==> config.mk <==
export PLATFORM = sky130hd
export DESIGN_NAME = key_event_ctrl
export DESIGN_NICKNAME = d
export VERILOG_FILES = /design/src/rtl/key_event_ctrl.sv
export SDC_FILE = /design/constraint.sdc
export NUM_CORES = 1
export LEC_CHECK = 0
export BUFFER_PORTS_ARGS = -buffer_cell sky130_fd_sc_hd__buf_2
export CAP_MARGIN = 0
export CORE_ASPECT_RATIO = 1.25
export CORE_MARGIN = 3
export CORE_UTILIZATION = 30
export DETAILED_ROUTE_END_ITERATION = 8
export PLACE_DENSITY = 0.52
export SLEW_MARGIN = 20
export SYNTH_ARGS = -nofsm -noshare
export SYNTH_HDL_FRONTEND = slang
export SYNTH_SLANG_ARGS = --single-unit
export TNS_END_PERCENT = 1
==> constraint.sdc <==
create_clock -name clk -period 2.8 [get_ports clk]
set_clock_uncertainty 0.05 [all_clocks]
set_input_delay 0.56 -clock clk [delete_from_list [all_inputs] [get_ports clk]]
set_output_delay 0.56 -clock clk [all_outputs]
set_load 0.05 [all_outputs]
==> src/rtl/key_event_ctrl.sv <==
// key_event_ctrl: turns debounced 4x4 key levels into a queue of key codes.
// New presses are captured on tick strobes, held in a pending mask, and moved
// into a small FIFO lowest index first, one per clock. A single held key also
// produces auto-repeat codes, which rank below fresh presses.
module key_event_ctrl #(
  parameter int DEPTH     = 4,
  parameter int RPT_DELAY = 32,
  parameter int RPT_RATE  = 8
) (
  input  logic        clk,
  input  logic        rst_n,
  input  logic [15:0] btn_flat,
  input  logic        tick,
  output logic [3:0]  code,
  output logic        code_valid,
  input  logic        code_ready,
  output logic        overflow,
  output logic        any_down
);

  localparam int AW   = (DEPTH > 1) ? $clog2(DEPTH) : 1;
  localparam int CMAX = (RPT_DELAY > RPT_RATE) ? RPT_DELAY : RPT_RATE;
  localparam int CW   = $clog2(CMAX + 1);
  localparam logic [AW:0]   FULL_CNT  = (AW + 1)'(DEPTH);
  localparam logic [CW-1:0] DELAY_CNT = CW'(RPT_DELAY);
  localparam logic [CW-1:0] RATE_CNT  = CW'(RPT_RATE);

  typedef enum logic [1:0] {
    IDLE   = 2'd0,
    DELAY  = 2'd1,
    REPEAT = 2'd2
  } rpt_state_t;

  // Index of the lowest set bit; 0 for an all-zero vector.
  function automatic logic [3:0] lowest_idx(input logic [15:0] v);
    logic [3:0] idx;
    idx = 4'd0;
    for (int i = 15; i >= 0; i--) begin
      if (v[i]) idx = 4'(i);
    end
    return idx;
  endfunction

  logic [15:0]   prev_reg, pending_reg, pending_next;
  logic          any_down_reg;
  logic          overflow_reg, overflow_next;
  logic [3:0]    mem [DEPTH];
  logic [AW-1:0] wr_ptr_reg, rd_ptr_reg;
  logic [AW:0]   count_reg, count_next;
  rpt_state_t    state_reg, state_next;
  logic [CW-1:0] cnt_reg, cnt_next, cnt_inc;
  logic [3:0]    key_reg, key_next;
  logic          slot_vld_reg, slot_vld_next;
  logic [3:0]    slot_code_reg, slot_code_next;

  logic [15:0] rise, clr_mask, lost_bit, key_mask;
  logic        pop, space, push, lost_rpt, rpt_fire, single_down;
  logic [3:0]  push_code;

  // Rising edges only count on tick cycles.
  assign rise = tick ? (btn_flat & ~prev_reg) : 16'd0;

  // A new press on a key whose previous press is still pending (and not being
  // scheduled this cycle) is a lost event; the pending bit simply stays set.
  generate
    for (genvar gi = 0; gi < 16; gi++) begin : g_pend
      assign pending_next[gi] = (pending_reg[gi] & ~clr_mask[gi]) | rise[gi];
      assign lost_bit[gi]     = rise[gi] & pending_reg[gi] & ~clr_mask[gi];
    end
  endgenerate

  assign code_valid  = (count_reg != '0);
  assign code        = code_valid ? mem[rd_ptr_reg] : 4'd0;
  assign pop         = code_valid & code_ready;
  assign space       = (count_reg != FULL_CNT) | pop;
  assign overflow    = overflow_reg;
  assign any_down    = any_down_reg;
  assign key_mask    = 16'd1 << key_reg;
  assign single_down = (btn_flat != 16'd0) && ((btn_flat & (btn_flat - 16'd1)) == 16'd0);
  assign cnt_inc     = cnt_reg + CW'(1);

  // Auto-repeat FSM: next state, counter, latched key and repeat fire strobe.
  always_comb begin
    state_next = state_reg;
    cnt_next   = cnt_reg;
    key_next   = key_reg;
    rpt_fire   = 1'b0;
    if (tick) begin
      case (state_reg)
        IDLE: begin
          if (single_down) begin
            state_next = DELAY;
            cnt_next   = '0;
            key_next   = lowest_idx(btn_flat);
          end
        end
        DELAY: begin
          if (btn_flat != key_mask) begin
            state_next = IDLE;
          end else if (cnt_inc == DELAY_CNT) begin
            rpt_fire   = 1'b1;
            state_next = REPEAT;
            cnt_next   = '0;
          end else begin
            cnt_next = cnt_inc;
          end
        end
        REPEAT: begin
          if (btn_flat != key_mask) begin
            state_next = IDLE;
          end else if (cnt_inc == RATE_CNT) begin
            rpt_fire = 1'b1;
            cnt_next = '0;
          end else begin
            cnt_next = cnt_inc;
          end
        end
        default: state_next = IDLE;
      endcase
    end
  end

  // Scheduler: pending presses first, then the repeat slot; one push per cycle.
  always_comb begin
    push           = 1'b0;
    push_code      = 4'd0;
    clr_mask       = 16'd0;
    lost_rpt       = 1'b0;
    slot_vld_next  = slot_vld_reg;
    slot_code_next = slot_code_reg;
    if (pending_reg != 16'd0 && space) begin
      push      = 1'b1;
      push_code = lowest_idx(pending_reg);
      clr_mask  = 16'd1 << push_code;
    end else if (slot_vld_reg && space) begin
      push          = 1'b1;
      push_code     = slot_code_reg;
      slot_vld_next = 1'b0;
    end
    // A waiting repeat is dropped if the FIFO cannot take anything this cycle.
    if (slot_vld_reg && !space) begin
      lost_rpt      = 1'b1;
      slot_vld_next = 1'b0;
    end
    // A fresh repeat displaces one that is still waiting.
    if (rpt_fire) begin
      if (slot_vld_next) lost_rpt = 1'b1;
      slot_vld_next  = 1'b1;
      slot_code_next = key_reg;
    end
    overflow_next = overflow_reg | (|lost_bit) | lost_rpt;
    case ({push, pop})
      2'b10:   count_next = count_reg + (AW + 1)'(1);
      2'b01:   count_next = count_reg - (AW + 1)'(1);
      default: count_next = count_reg;
    endcase
  end

  // State registers with synchronous active-low reset; tick ignored in reset.
  always_ff @(posedge clk) begin
    if (!rst_n) begin
      prev_reg      <= 16'd0;
      pending_reg   <= 16'd0;
      any_down_reg  <= 1'b0;
      overflow_reg  <= 1'b0;
      wr_ptr_reg    <= '0;
      rd_ptr_reg    <= '0;
      count_reg     <= '0;
      state_reg     <= IDLE;
      cnt_reg       <= '0;
      key_reg       <= 4'd0;
      slot_vld_reg  <= 1'b0;
      slot_code_reg <= 4'd0;
    end else begin
      if (tick) begin
        prev_reg     <= btn_flat;
        any_down_reg <= |btn_flat;
      end
      pending_reg   <= pending_next;
      overflow_reg  <= overflow_next;
      count_reg     <= count_next;
      state_reg     <= state_next;
      cnt_reg       <= cnt_next;
      key_reg       <= key_next;
      slot_vld_reg  <= slot_vld_next;
      slot_code_reg <= slot_code_next;
      if (push) wr_ptr_reg <= wr_ptr_reg + AW'(1);
      if (pop)  rd_ptr_reg <= rd_ptr_reg + AW'(1);
    end
  end

  // FIFO storage; contents need no reset since occupancy gates the output.
  always_ff @(posedge clk) begin
    if (rst_n && push) mem[wr_ptr_reg] <= push_code;
  end

endmodule

=== Word level (Yosys, flattened, before mapping) ===
Memory sizes are Yosys's and may differ from the RTL's. A register that Yosys moved wholly into a read port is not among the register bits.
Index checks and enable logic that the tools add are counted.

* $add $sub $neg: 6
* Equality and inequality tests: 13
* Shifts and indexed selects: 2
* Muxes and demuxes: 69
* Bitwise gates (word level): 87
* Reduce and logical (&&, ||, !) cells: 18

{| class="wikitable"
|+ Operators with widths
! cell !! number
|-
| two-way mux 4 bit || 36
|-
| AND 1 bit || 49
|-
| AND 16 bit || 2
|-
| two-way mux 16 bit || 2
|-
| nonzero test 16 bit || 2
|-
| OR reduction 16 bit || 2
|-
| << shifter 1 x 4 -> 16 bit (first input constant) || 2
|-
| two-way mux 6 bit || 5
|-
| bitwise OR 1 bit || 19
|-
| case mux 6 bit (3 select lines) || 1
|-
| logical NOT 16 bit || 1
|-
| two-way mux 1 bit || 16
|-
| != test 16 bit || 1
|-
| inverter 1 bit || 16
|-
| inverter 16 bit || 1
|-
| subtractor 16 x 1 -> 16 bit (second input constant) || 1
|-
| two-way mux 2 bit || 6
|-
| != test 2 bit (second input constant) || 4
|-
| adder 6 x 1 -> 6 bit (second input constant) || 1
|-
| == test 6 x 4 -> 1 bit (second input constant) || 1
|-
| == test 6 bit (second input constant) || 1
|-
| != test 3 bit (second input constant) || 2
|-
| case mux 2 bit (3 select lines) || 1
|-
| case mux 3 bit (2 select lines) || 1
|-
| other kinds (14) || 22
|}

* Flip-flop bits (word level): 58
* RAM bits: 16
* Output and inout port bits: 7
* Logic and storage cells: 208
* Memories kept: 1

{| class="wikitable"
|+ Memory list
! memory !! depth !! bits a word !! read ports !! clocked after Yosys merged registers in !! write ports !! RTL line !! text
|-
| mem || 4 || 4 || 1 || 1 || 1 || 47 || <nowiki>logic [3:0] mem [DEPTH];</nowiki>
|}

=== Longest topological paths before layout ===
* Depth after elaboration: 24
* Gate-level depth with buffers: 12
* Depth with buffers taken out: 12

=== Worst setup path before layout ===
No wires, ideal clock.

* Path kind: input port to flip-flop
* Start: input port btn_flat[0]
* End: register cnt_reg[3]
* Data arrival time: 2,908 ps
* Path slack: -228 ps
* Stages: 9
* Buffers on the path: 1
* Cells stage by stage: clkbuf_1 > nor4_2 > a22oi_1 > a2111oi_1 > and3_1 > nor4b_2 > a31oi_4 > or4_1 > a21boi_1

* Word-level cells in the longest chain between the ends: 6
* Elaborated cells on any way between the ends: 10

{| class="wikitable"
|+ RTL lines
! item !! RTL line !! text
|-
| start: declaration || 12 || <nowiki>input logic [15:0] btn_flat,</nowiki>
|-
| subtractor 16 x 1 -> 16 bit || 79 || <nowiki>assign single_down = (btn_flat != 16'd0) && ((btn_flat & (btn_flat - 16'd1)) == 16'd0);</nowiki>
|-
| AND 16 bit || 79 ||
|-
| logical NOT 16 bit || 79 ||
|-
| logical AND 1 bit || 79 ||
|-
| != test 2 bit (no line) || -- ||
|-
| AND reduction 5 bit (no line) (*) || -- ||
|-
| end signal: assignment || 183 || <nowiki>cnt_reg <= cnt_next;</nowiki>
|-
| end: declaration || 51 || <nowiki>logic [CW-1:0] cnt_reg, cnt_next, cnt_inc;</nowiki>
|}

Mark *: on every way between the ends. The rest lies on a longest branch, timed or not.
A chain may end at the register's enable or synchronous reset.

=== Final worst setup path ===
* Start: register key_reg[2]
* End: register cnt_reg[3]

* Word-level cells in the longest chain between the ends: 4
* Elaborated cells on any way between the ends: 5

{| class="wikitable"
|+ RTL lines
! item !! RTL line !! text
|-
| start: declaration || 52 || <nowiki>logic [3:0] key_reg, key_next;</nowiki>
|-
| start signal: assignment || 184 || <nowiki>key_reg <= key_next;</nowiki>
|-
| << shifter 1 x 4 -> 16 bit (*) || 78 || <nowiki>assign key_mask = 16'd1 << key_reg;</nowiki>
|-
| != test 16 bit (*) || 98, 109 ||
|-
| != test 2 bit (no line) || -- ||
|-
| AND reduction 5 bit (no line) (*) || -- ||
|}

Marked as above.

==> parameters.txt <==
Parameter                              Value

Worst setup path
  Maximum fanout count along the critical path    9
  Logic depth of the worst register-to-register path    9
  Required time at the worst-slack endpoint    3.02 ns
  Register-to-Register Setup Slack    0.03 ns
  Capturing instance or port of the critical path    cnt_reg[3]
  CP Data Arrival Time    2.99 ns
  Type of element capturing the critical path    flip-flop
  Class of the most critical setup path    flip-flop to flip-flop
  Endpoint of the worst-slack reg-to-reg timing path    cnt_reg[3]
  Startpoint Class    flip-flop
  Critical R2R Launch    key_reg[2]
  Origin of the worst setup path    key_reg[2]

Layout
  Fraction of layout instances using a drive strength above 1    24.7%
  # nets final    645
  Diodes inserted    0
  Growth of design area from synthesis to finish    26.4%
  Final core area utilization    39.2%
  Cell area after layout    around 5900 sq um

Routing
  Per-cell via count in the routed design    ~5.2
  DR vias    about 4300
  Wire length on met2    approximately 6500 microns
  Average detailed-routed wire length per instance    around 15 microns
  Remaining design rule violation count    0
  Final wirelength    between 10000 and 15000 microns
  Routed length on met3    360 microns
  Pre-Repair DR Iteration Count    5
  Sum of routed wire segments on met1    5340 microns
  Top metal layer carrying routed signals    met4
  Number of DRC violations after detailed-routing iteration 0    between 150 and 200
  DRT antenna net count    0

Power and ir drop
  Peak ir drop on the vdd network    313 uV
  PnR Total Power    3.46 mW
  P_leak    2.23 nW
  Total power density per cell area    roughly 580 nW/um^2

Die
  Number of placement rows    50
  Area of the die    17200 sq um
  Top-Level Pins    27
  Core Footprint    ~15000 sq um
  Die span in y    146 microns
  Die span in x    118 microns
  Initial Util    31.0%

CTS
  Clock tree from TritonCTS    built
  Clock Path Buffers    2
  Root cell of the clock tree    clkbuf_16
  Clock transition at the registers of the reported paths    0.07 ns
  Sink count of the clock tree    76
  Number of buffers created by CTS    9
  Number of buffers added to fix hold violations after cts    0
  Number of buffers inserted to repair setup after CTS    0
  Later-pin clock latency in the skew report    0.34 ns
  Depth of the CTS H-tree    3

STA
  Max Clock Freq    361 MHz
  Final setup viols    0
  Ratio of final minimum period to clock period    99.0%
  Clock period minus worst slack    2.77 ns
  Endpoints failing hold    0
  Worst-margin pin slew    0.721 ns
  Max transition margin    between 50 and 60%
  PnR worst setup slack    between 0.02 and 0.03 ns
  RSZ-0062 raised after global routing    true
  Final max-slew violation count    0

Global routing
  Number of global-route vias before repair    between 4000 and 5000
  Wire length of the first global-routing pass    between 20000 and 25000 microns
  All-Layer GR Usage    15.1%
  Residual overflow from global routing    0
  Initial antenna violation count    0
  Pin count of the biggest net entering global routing    45

Placement
  Detailed placer's ending HPWL    approximately 10000 microns
  Cell area after placement    5580 sq um
  IO Port Bufs    26
  Pre-CTS worst setup slack    -0.268 ns
  Placer Congestion    0.894

Yosys
  Asr flop ratio synth    0%
  Portion of the post-synthesis area used by sequential elements    35.9%
  Yosys warns    0
  Leading register cell type out of synthesis    dfxtp_1
  Cell area after synthesis    4690 sq um
  Mapped Nets    569
  Post-Syn Instances    about 540
  Flops & latches, synth    76
  Average footprint of a synthesized cell    8.70 sq um
  Count of flip-flops with a built-in enable after synthesis    16
  Number of distinct standard cells referenced by the synthesized netlist    72

Job
  Count of max-cap constraint violations    0

Run status
  Status    complete, no violations

Hold path
  Class of the worst hold path    flip-flop to flip-flop
-- report_power, final --
group | switching [mW] | internal (mW) | total, mW
logic | 0.598 | 0.399 | 0.996
registers | 0.0852 | 1.25 | 1.33
clock network | 0.514 | 0.622 | 1.14
-- cell usage in the layout (no fill, tap or decap), types with 5 or more instances in the layout --
master	count
a22oi_1	5
a21oi_1	17
buf_2	26
or4_1	5
nor3_1	12
a211oi_1	5
or3_1	7
ha_1	9
nand4_1	7
buf_4	72
xnor2_1	6
nand4b_1	5
nor4_1	6
o21ai_0	35
and2_1	13
nand2b_1	5
nor2b_1	30
nand3_1	15
edfxtp_1	16
and3_1	11
a21boi_0	24
nand2_1	36
dfxtp_1	56
mux2i_1	21
nand3b_1	18
clkbuf_16	9
nor2_1	24
inv_1	22
-- per-layer routing --
metal	track usage, %	up-vias
li1	-	2146
met1	17.3	2049
met2	27.2	98
met3	2.29	37
met4	7.62	0
met5	0	-
-- layout make-up --
type	count	area, sq um
flip-flops and latches	76	1690
clock inverters	7	61.3
repair buffers	102	742
clock buffers	9	225
well taps	208	260
inverters	22	82.6
multi-input cells	404	2870
fillers	1572	9210
-- synth_stat cells, drive strengths merged, types with 13 or more instances --
cell | instances | share of area (%)
nand2 | 36 | 2.9
nor2b | 30 | 4.0
nand3 | 16 | 1.7
a21oi | 17 | 1.8
mux2i | 21 | 4.5
nor3 | 13 | 1.4
nand3b | 18 | 2.9
a21boi | 26 | 4.2
inv | 22 | 1.8
clkbuf | 28 | 2.2
dfxtp | 60 | 26
o21ai | 36 | 3.8
nor2 | 25 | 2.0
edfxtp | 16 | 10
and2 | 14 | 1.9
-- critical path, stage by stage (launching register included) --
cell and delay, ns:
dfxtp_4 0.38, or2_4 0.23, nor3b_1 0.13, o32a_1 0.32
or4_4 0.55, nor4_4 0.16, buf_4 0.19, a31oi_4 0.07
or4_1 0.50, a21boi_1 0.13
-- how the worst min path moves through the flow --
stage,start,end,slack [ns],cells after the start
finish,cnt_reg[1],cnt_reg[1],0.46,2
CTS,prev_reg[2],prev_reg[2],0.46,2
detailed placement,prev_reg[13],prev_reg[13],0.45,2
floorplan,prev_reg[10],prev_reg[10],0.42,2
global route,prev_reg[13],prev_reg[13],0.48,2
global placement,wr_ptr_reg[1],wr_ptr_reg[1],0.43,2
-- repair_timing --
action	CTS	global route
endpoints found under the setup margin	7	10
resized for setup	6	12
pin swaps	0	2
-- metrics by stage --
step	hold WS [ns]	setup TNS [ns]	instances
finish	0.456	0	828
global route	0.483	-0.127	828
CTS	0.464	0	828
detailed placement	0.448	-2.01	812
global placement	0.433	-1.76	812
floorplan	0.423	-0.0714	539
-- logic make-up after synthesis --
family                   share of synthesized area, %
AND/OR/NAND/NOR                                  27.9
AO/OA/AOI/OAI                                    20.3
flip-flops                                       35.9
buffers and inverters                            5.12
multiplexers                                     6.41
adder cells (fa/ha/maj)                          3.04
XOR/XNOR                                         1.31
Power figures use the tool's default switching activity.
